### src/rtl/nibble_serial_adder_ctrl.sv
// nibble_serial_adder_ctrl: WIDTH-bit add/subtract computed one 4-bit ripple slice per cycle, LSB nibble first.
//   clk, rst_n              clock, asynchronous active-low reset
//   in_valid/in_ready       operand handshake (in_ready high only in IDLE)
//   in_a, in_b, in_cin      operands and carry-in (carry-in ignored when in_sub=1)
//   in_sub                  1 selects A - B (B inverted, carry-in forced to 1)
//   out_valid/out_ready     result handshake (out_valid high only in DONE)
//   out_sum, out_cout       result and carry out of the MSB (for sub: 1 = no borrow)
//   out_ovf                 signed overflow
//   busy                    high while an operation is in RUN or DONE
module nibble_serial_adder_ctrl #(
    parameter int WIDTH = 16
) (
    input  logic             clk,
    input  logic             rst_n,
    input  logic             in_valid,
    output logic             in_ready,
    input  logic [WIDTH-1:0] in_a,
    input  logic [WIDTH-1:0] in_b,
    input  logic             in_cin,
    input  logic             in_sub,
    output logic             out_valid,
    input  logic             out_ready,
    output logic [WIDTH-1:0] out_sum,
    output logic             out_cout,
    output logic             out_ovf,
    output logic             busy
);
    localparam int NIBBLES = WIDTH / 4;
    localparam int IW = (NIBBLES > 1) ? $clog2(NIBBLES) : 1;
    typedef enum logic [1:0] {IDLE, RUN, DONE} state_t;
    state_t state_q, state_d;
    logic [WIDTH-1:0] a_q, a_d, b_q, b_d, sum_q, sum_d;
    logic carry_q, carry_d, cout_q, cout_d, ovf_q, ovf_d;
    logic [IW-1:0] idx_q, idx_d;
    logic [IW+1:0] off;
    logic [3:0] sa, sbn, ss;
    logic [4:0] c;
    logic last;
    // Shared 4-bit ripple slice; the operand nibble is picked by shifting so any WIDTH works.
    always_comb begin
        off = {idx_q, 2'b00};
        sa = 4'(a_q >> off);
        sbn = 4'(b_q >> off);
        c = '0;
        ss = '0;
        c[0] = carry_q;
        for (int i = 0; i < 4; i++) begin
            ss[i] = sa[i] ^ sbn[i] ^ c[i];
            c[i+1] = (sa[i] & sbn[i]) | (c[i] & (sa[i] ^ sbn[i]));
        end
        last = idx_q == IW'(NIBBLES - 1);
    end
    always_comb begin
        state_d = state_q;
        a_d = a_q;
        b_d = b_q;
        sum_d = sum_q;
        carry_d = carry_q;
        cout_d = cout_q;
        ovf_d = ovf_q;
        idx_d = idx_q;
        case (state_q)
            IDLE: if (in_valid) begin
                a_d = in_a;
                b_d = in_b ^ {WIDTH{in_sub}};
                carry_d = in_sub | in_cin;
                idx_d = '0;
                sum_d = '0;
                state_d = RUN;
            end
            RUN: begin
                sum_d = (sum_q & ~(WIDTH'(4'hf) << off)) | (WIDTH'(ss) << off);
                carry_d = c[4];
                idx_d = idx_q + IW'(1);
                if (last) begin
                    cout_d = c[4];
                    // A^Bm^sum at the MSB is the carry into the MSB, so overflow is c[3]^c[4].
                    ovf_d = c[3] ^ c[4];
                    state_d = DONE;
                end
            end
            DONE: state_d = out_ready ? IDLE : DONE;
            default: state_d = IDLE;
        endcase
    end
    always_ff @(posedge clk or negedge rst_n) begin
        if (!rst_n) begin
            state_q <= IDLE;
            a_q <= '0;
            b_q <= '0;
            sum_q <= '0;
            carry_q <= 1'b0;
            cout_q <= 1'b0;
            ovf_q <= 1'b0;
            idx_q <= '0;
        end else begin
            state_q <= state_d;
            a_q <= a_d;
            b_q <= b_d;
            sum_q <= sum_d;
            carry_q <= carry_d;
            cout_q <= cout_d;
            ovf_q <= ovf_d;
            idx_q <= idx_d;
        end
    end
    assign in_ready = state_q == IDLE;
    assign out_valid = state_q == DONE;
    assign busy = state_q != IDLE;
    assign out_sum = sum_q;
    assign out_cout = cout_q;
    assign out_ovf = ovf_q;
endmodule

### config.mk
export PLATFORM = sky130hd
export DESIGN_NAME = nibble_serial_adder_ctrl
export DESIGN_NICKNAME = d
export VERILOG_FILES = /design/src/rtl/nibble_serial_adder_ctrl.sv
export SDC_FILE = /design/constraint.sdc
export NUM_CORES = 1
export LEC_CHECK = 0
export BUFFER_PORTS_ARGS = -buffer_cell sky130_fd_sc_hd__buf_4
export CAP_MARGIN = 20
export CORE_AREA = 2 2 71 73
export DETAILED_ROUTE_END_ITERATION = 7
export DIE_AREA = 0 0 73 75
export PLACE_DENSITY = 0.82
export SKIP_LAST_GASP = 1
export SLEW_MARGIN = 20
export SYNTH_ARGS = -nofsm -noshare
export SYNTH_HDL_FRONTEND = slang
export SYNTH_SLANG_ARGS = --single-unit
### constraint.sdc
create_clock -name clk -period 7.6 [get_ports clk]
set_clock_uncertainty 0.1 [all_clocks]
set_input_delay 0.76 -clock clk [delete_from_list [all_inputs] [get_ports clk]]
set_output_delay 0.76 -clock clk [all_outputs]
set_load 0.01 [all_outputs]
==> results.cfg, run 1 <==
[logic_synthesis]
synth_cell_types = 27
synth-main-ff-cell = dfrtp_1
synth_compound_area_share_pct = 11.5
yosysTopAreaCell = dfrtp_1
synth_area_leaders = dfrtp_1, mux2_2, mux4_2
yosysWarnings = 0
synth_top_family_by_area = multiplexers
yosysSeqAreaShare_pct = 52.1
muxShareOfSynthArea_pct = 14.1
synth_nets = 258
avgSynthCellArea_um2 = 12.5
synth_edf_count = 0
netlist_top_cells_count = dfrtp_1, a21oi_1, mux2_2, nor2_1, xnor2_1
synth_xor_area_share_pct = 5.63
async_flop_share_pct = 100
synthSimpleGateAreaFrac_pct = 7.43
syn_area_um2 = 2640
synth_top_area_share_pct = 52.1
synth_cells = 212
synth-adder-area-share_pct = 4.92
ys_seq_elements = 55
yosysMostFrequentCell = dfrtp_1

[clock_network]
clk_latency_ns = 0.31
cts_tree = done
cts_resized = 0
clkSinkCount = 55
clock_path_buffers = 2
hold_buffers = 0
cts.clk_slew.worst_paths_ns = 0.10
cts_max_level = 2
cts_setup_buffers = 0
cts-buffers-inserted = 5
cts_root_buffer = clkbuf_8

[route]
drc = 0
antenna_left = 0
num_vias = 1782
wirelength_mm = 4.85
drt_iter0_markers = 102
drt-pass1-iter-count = 4
wire_per_inst_um = 15.1
avgViaCountPerCell = 5.55

[layout]
final_cell_area_um2 = 3190
nNetsFinal = 312
final.fill_count = 354
n_antenna_cell = 0
drive_gt1_share_pct = 35.6
final_util_pct = 68.5
multi_input_area_um2 = 1160
area_delta_synth_final_pct = 20.8
regArea_um2 = 1380

[floorplanning]
num_rows = 25
core_um2 = 4660
die_h_um = 75
start_util_pct = 56.7
die_w_um = 73
dieArea_um2 = 5480
boundaryPins = 59

[sta]
post-route-period-util_pct = 43.4
setup_viol = 0
period_minus_slack_ns = 3.30
worstMarginPinSlew_ns = 0.737
rsz0062_at_grt = false
finalHoldViolations = 0
maxSlewHeadroom_pct = 50.8
tns_ns = 0
max_freq_mhz = 303
slew_viol_final = 0

[flow_run]
maxCapViolations = 0

[critical_path]
cp.required_ns = 7.71
crit_type = reg -> reg
startpoint_type = flip-flop
path_buf_inv = 2
cp_data_arrival_time_ns = 3.40
crit_fanout = 17
path_cells = mux4_2 -> fa_1 -> inv_1 -> fa_1 -> fa_1 -> inv_1 -> fa_1 -> a22o_1
cp_common_cell = fa_1
max_stage_delay_ns = 0.83
critPathTopFamily = adder cells
cp_slowest_cell = dfrtp_1
cp-end-kind = flip-flop

[placement]
place_congestion = 0.798
dpl.hpwl_mm = 3.61
dpl_cell_area_um2 = 3080
port_buffers = 58

[power]
leakagePower_nw = 1.45
ir_worst_vdd_mv = 0.207
power_density_nw_per_um2 = 452

[grt]
grt_pass1_vias = 1759
grt_pass1_wl_mm = 8.16
grt-ovfl-total = 0
antenna_found_initial = 0
grt_max_degree = 56
gr-usage-all-layers_pct = 19.7

[hold_path]
hp-class = in -> async

[status]
outcome = completed
[kinds of logic after synthesis]
family	count (synthesis)
multiplexers	25
AND/OR/NAND/NOR	41
buffers and inverters	22
flip-flops	55
adder cells (fa/ha/maj)	8
AO/OA/AOI/OAI	44
XOR/XNOR	17
[layout make-up]
type / count / share of cell area (%)
repair buffers: 59 / 13.9
well taps: 54 / 2.12
clock inverters: 3 / 1.37
clock buffers: 5 / 2.16
multi-input cells: 135 / 36.2
inverters: 10 / 1.18
flip-flops and latches: 55 / 43.1
[worst register-to-register path, cell delays in order (launching register included)]
cell     delay (ns)
dfrtp_1        0.83
mux4_2         0.61
fa_1           0.39
inv_1          0.07
fa_1           0.18
fa_1           0.22
inv_1          0.07
fa_1           0.49
a22o_1         0.23
[metrics by stage]
step	hold slack [ns]	setup slack (ns)	power, mW	instances
2_1_floorplan	0.364	4.65	1.06	212
3_3_place_gp	0.377	4.34	1.25	313
3_5_place_dp	0.380	4.29	1.27	313
4_1_cts	0.399	4.28	1.46	321
5_1_grt	0.421	4.11	1.55	321
6_report	0.374	4.30	1.44	321
[where the power goes]
| part | internal [mW] | switching [mW] |
|---|---|---|
| registers | 0.429 | 0.116 |
| clock network | 0.0981 | 0.0930 |
| logic | 0.371 | 0.337 |
| total | 0.898 | 0.547 |
[registers in the layout, summed over array words and instances (netlist names)]
name,cells
carry_q,1
state_q,2
idx_q,2
b_q,16
out_ovf,1
out_cout,1
out_sum,16
a_q,16
[layout by cell type (no fill, tap or decap), types with 3 or more instances in the layout]
cell,instances
buf_4,59
mux4_2,8
nor2_1,17
mux2_2,17
a21o_1,4
nand2_1,6
nand2b_1,5
a21oi_1,18
fa_1,4
nand3_1,4
a22o_1,9
dfrtp_1,55
inv_1,10
xnor2_1,16
nor3_1,5
clkbuf_8,5
o21ai_0,3
o2bb2ai_1,8
ha_1,4
[routing by layer]
metal | wire length [um] | vias to the layer above | share of wire [%] | track usage, %
met1 | 2180 | 874 | 45 | 25.9
li1 | - | 850 | - | -
met4 | 54 | 0 | 1.1 | 5.14
met5 | 0 | - | 0 | 0
met3 | 249 | 6 | 5.1 | 4.82
met2 | 2370 | 52 | 49 | 32.9
[path summary, 6_finish.rpt]
kind | start | end | slack (ns) | depth (start not counted)
max | idx_q[0] | out_sum[3] | 4.30 | 8
max reg2reg | idx_q[0] | out_sum[3] | 4.30 | 8
min in group clk | out_sum[9] | out_sum[9] | 0.40 | 1
min reg2reg | out_sum[9] | out_sum[9] | 0.40 | 1
min | rst_n | state_q[0] | 0.37 | 1
max in group asynchronous | rst_n | out_sum[15] | 6.57 | 1
(Power assumes the default switching activity.)
==> run 2, diff against run 1 <==
CORE_AREA = 2 2 78 80   (was 2 2 71 73)
DIE_AREA = 0 0 80 82   (was 0 0 73 75)
PLACE_DENSITY = 0.72   (was 0.82)
clock period = 2.9 ns   (was 7.6 ns; I/O delays follow)
==> results.cfg, run 2 (synthesized netlist as in run 1, its figures left out) <==
[floorplanning]
dieArea_um2 = 6560
core_um2 = 5750
boundaryPins = 59
num_rows = 28
die_h_um = 82
die_w_um = 80
start_util_pct = 46.0

[status]
outcome = completed

[critical_path]
crit_fanout = 5
startpoint_type = flip-flop
crit_type = reg -> reg
path_cells = buf_4 -> mux4_2 -> inv_1 -> fa_1 -> fa_2 -> inv_1 -> fa_2 -> a22o_1
cp-end-kind = flip-flop
cp_data_arrival_time_ns = 2.87
r2r_slack_ns = 0.13
critPathTopFamily = adder cells
r2r_start = idx_q[0]
max_stage_delay_ns = 0.46
path_buf_inv = 3
reg2reg_to = out_sum[11]
r2r_cells = 8
cp_slowest_cell = dfrtp_2
cp.required_ns = 3.00

[sta]
setup_viol = 0
worstMarginPinSlew_ns = 0.671
post-route-period-util_pct = 95.6
tns_ns = 0
max_freq_mhz = 361
slew_viol_final = 0
rsz0062_at_grt = false
finalHoldViolations = 0
maxSlewHeadroom_pct = 55.3
period_minus_slack_ns = 2.77

[route]
avgViaCountPerCell = 5.12
drc = 0
drt-pass1-iter-count = 4
wirelength_mm = 5.17
highest_layer = met4
wl_met1_mm = 2.31
antenna_left = 0
drt_iter0_markers = 85
wl_met2_mm = 2.56
wire_per_inst_um = 14.9
wl_met3_um = 250
num_vias = 1771

[power]
swShare_pct = 37.6
p_int_mw = 2.42
pwr-share-comb_pct = 51.4
p_switching_mw = 1.46
power_density_nw_per_um2 = 1190
pwr-share-clk_pct = 12.6
ir_worst_vdd_mv = 0.524
leakagePower_nw = 1.46
p_seq_share_pct = 35.9

[clock_network]
cts_tree = done
cts-buffers-inserted = 5
clock_path_buffers = 2
clkSinkCount = 55
clk_latency_ns = 0.31
cts_root_buffer = clkbuf_8
cts.clk_slew.worst_paths_ns = 0.09
cts_max_level = 2

[layout]
final_cell_count_no_fill = 346
drive_gt1_share_pct = 37.3
mostFrequentLayoutCells = buf_4, dfrtp_1, a21oi_1, mux2_2, nor2_1
nNetsFinal = 317
final_common_cell = buf_4
final_cell_area_um2 = 3260
area_delta_synth_final_pct = 23.2
n_antenna_cell = 0

[grt]
grt_max_degree = 56
grt_pass1_wl_mm = 8.87
antenna_found_initial = 0
grt_pass1_vias = 1856
gr-usage-all-layers_pct = 17.7
grt-ovfl-total = 0

[placement]
dpl.hpwl_mm = 3.88
dp_cells = 337
dpl_cell_area_um2 = 3130
place_congestion = 0.951
port_buffers = 58

[hold_path]
hp-class = in -> reg
worstHoldStart = out_ready
hold_depth = 2
holdPathEnd = state_q[1]

[flow_run]
maxCapViolations = 0
==> run 2: cell count changes in the layout (fill, tap and decap cells not counted), moves of 2 or more <==
| cell | previous run | this run |
|---|---|---|
| dfrtp_2 | 0 | 2 |
| fa_2 | 0 | 2 |
| dfrtp_1 | 55 | 53 |
| buf_4 | 59 | 63 |
| fa_1 | 4 | 2 |
==> run 2: timing repair <==
action                                 in CTS  in global routing
setup buffers                               0                  1
gates resized for setup                     0                  2
endpoints found under the hold margin      55                  0
setup endpoints to repair                   0                  7
hold buffers                                1                  0
==> run 2: area by class of cell <==
cell class,count,area (um2)
Fill cell,505,2490
Tap cell,75,93.8
Clock buffer,6,72.6
Multi-Input combinational cell,135,1160
Inverter,10,37.5
Sequential cell,55,1380
Timing Repair Buffer,64,483
Clock inverter,1,30.0
==> run 2: routing by layer <==
layer / GRT usage [%] / up-vias
met5: 0 / -
met4: 4.92 / 0
met3: 3.74 / 5
met2: 28.7 / 50
met1: 24.3 / 860
li1: - / 856
==> run 2: through the flow <==
step / hold slack [ns] / setup slack, ns / utilization [%] / power [mW]
after global routing: 0.0747 / 0.0166 / 56.7 / 4.22
final: 0.0664 / 0.127 / 56.7 / 3.88
after detailed placement: 0.273 / 0.0538 / 54.6 / 3.41
after floorplan: -0.106 / 0.0142 / - / 2.80
after global placement: 0.266 / 0.126 / 54.6 / 3.35
after CTS: 0.0658 / 0.0344 / 56.5 / 3.91
==> run 2: power groups by stage <==
stage          clock network (mW)  registers (mW)  logic (mW)
2_1_floorplan                   0            1.33        1.47
3_3_place_gp                    0            1.41        1.94
3_5_place_dp                    0            1.42        1.99
4_1_cts                     0.498            1.40        2.01
5_1_grt                     0.534            1.45        2.23
6_report                    0.490            1.39        1.99
==> run 2: worst max-delay path by stage <==
stage | endpoint | cells past startpoint | start
after floorplan | out_sum[3] | 10 | idx_q[0]
after detailed placement | out_sum[3] | 8 | idx_q[0]
final | out_sum[11] | 8 | idx_q[0]
after global routing | out_sum[11] | 8 | idx_q[0]
after global placement | out_sum[7] | 8 | idx_q[0]
after CTS | out_sum[11] | 8 | idx_q[0]
==> run 3, diff against run 2 <==
CELL_PAD_IN_SITES_DETAIL_PLACEMENT = 1   (was unset)
CELL_PAD_IN_SITES_GLOBAL_PLACEMENT = 1   (was unset)
CORE_AREA = 2 2 100 78   (was 2 2 78 80)
DIE_AREA = 0 0 102 80   (was 0 0 80 82)
==> results.cfg, run 3 (synthesized netlist as in run 1, its figures left out) <==
[status]
outcome = completed

[sta]
whs_ns = 0.0589
slew_viol_final = 0
period_minus_slack_ns = 2.81
rsz0062_at_grt = false
tns_ns = 0
maxSlewHeadroom_pct = 40.7
post-route-period-util_pct = 96.9
setup_viol = 0
worstMarginPinSlew_ns = 0.888
finalHoldViolations = 0
max_freq_mhz = 356

[critical_path]
crit_type = reg -> reg
r2r_start = idx_q[0]
crit_fanout = 5
worstSetupStartpoint = idx_q[0]
r2r_cells = 8
cp_common_cell = fa_2
cp-end-kind = flip-flop
max_stage_delay_ns = 0.47
startpoint_type = flip-flop
cp_slowest_cell = fa_2
path_cells = buf_4 -> mux4_2 -> inv_1 -> fa_2 -> fa_2 -> inv_1 -> fa_2 -> a22o_1
cp.required_ns = 3.01
cp_data_arrival_time_ns = 2.92

[route]
drt-pass1-iter-count = 4
wirelength_mm = 6.01
drt_iter0_markers = 59
wire_per_inst_um = 16.0
antenna_left = 0
drc = 0
num_vias = 1832
avgViaCountPerCell = 4.89

[power]
leakagePower_nw = 1.47
ir_worst_vdd_mv = 0.433
power_density_nw_per_um2 = 1210

[hold_path]
hp-class = in -> reg
hold_depth = 2
worstHoldStart = out_ready

[placement]
port_buffers = 58
dp_cells = 365
dpl.hpwl_mm = 4.45
place_congestion = 0.793

[floorplanning]
die_h_um = 80
start_util_pct = 36.9
boundaryPins = 59
dieArea_um2 = 8160
num_rows = 27
die_w_um = 102
core_um2 = 7160

[layout]
drive_gt1_share_pct = 38.7
final_common_cell = buf_4
mostFrequentLayoutCells = buf_4, dfrtp_1, a21oi_1, mux2_2, nor2_1
n_antenna_cell = 0
nNetsFinal = 319
area_delta_synth_final_pct = 24.9
final_util_pct = 46.1
final_cell_count_no_fill = 375

[clock_network]
cts_tree = done
clkSinkCount = 55
clock_path_buffers = 2
cts-buffers-inserted = 5
clk_latency_ns = 0.31
cts_max_level = 2
cts_root_buffer = clkbuf_8
cts.clk_slew.worst_paths_ns = 0.10

[grt]
grt_pass1_vias = 2034
grt_pass1_wl_mm = 10.3
gr-usage-all-layers_pct = 16.2
grt_max_degree = 56
grt-ovfl-total = 0
antenna_found_initial = 0

[flow_run]
maxCapViolations = 0
## run 3: report_power, final
part	internal [mW]	total (mW)	leakage, nW	switching [mW]
clock network	0.196	0.450	0.0484	0.253
logic	1.10	2.14	0.764	1.03
registers	1.13	1.40	0.658	0.276
total	2.43	3.99	1.47	1.56
## run 3: area by class of cell
cell class              instances  area (um2)
multi-input cells             135        1170
flip-flops and latches         55        1380
repair buffers                 66         498
clock buffers                   7        86.3
clock inverters                 1        8.76
fillers                       801        3860
well taps                     101         126
inverters                      10        37.5
## run 3: stage by stage
step                      setup WS (ns)  area [um2]  power [mW]
after CTS                        0.0300        3290        3.96
after detailed placement         0.0305        3180        3.50
final                            0.0894        3300        3.99
after global routing             0.0142        3300        4.33
after floorplan                  0.0142        2650        2.80
after global placement            0.125        3180        3.44
## run 3: worst paths after layout
kind	endpoint	slack, ns
min	state_q[1]	0.06
min reg2reg	out_sum[10]	0.40
max in group asynchronous	idx_q[0]	1.73
max	out_sum[7]	0.09
min in group asynchronous	out_sum[8]	0.45
max reg2reg	out_sum[7]	0.09
## run 3: critical path, delay by kind of cell (launching register included)
kind	cells	cell delay (ns)
buffers and inverters	3	0.32
muxes	1	0.33
AOI/OAI and AO/OA	1	0.25
DFF	1	0.46
adders and majority gates	3	1.24
## run 3: metal layers
metal | share of wire (%) | up-vias | GRT usage (%)
met5 | 0 | - | 0
met4 | 0.72 | 0 | 2.80
met3 | 4.8 | 7 | 3.24
met2 | 48 | 46 | 26.6
met1 | 46 | 921 | 22.7
li1 | - | 858 | -
## run 3: timing repair
item / in CTS / in global routing
endpoints found under the setup margin: 0 / 7
setup buffers: 0 / 1
hold endpoints to repair: 55 / 0
hold buffers: 1 / 0
gates resized for setup: 0 / 4
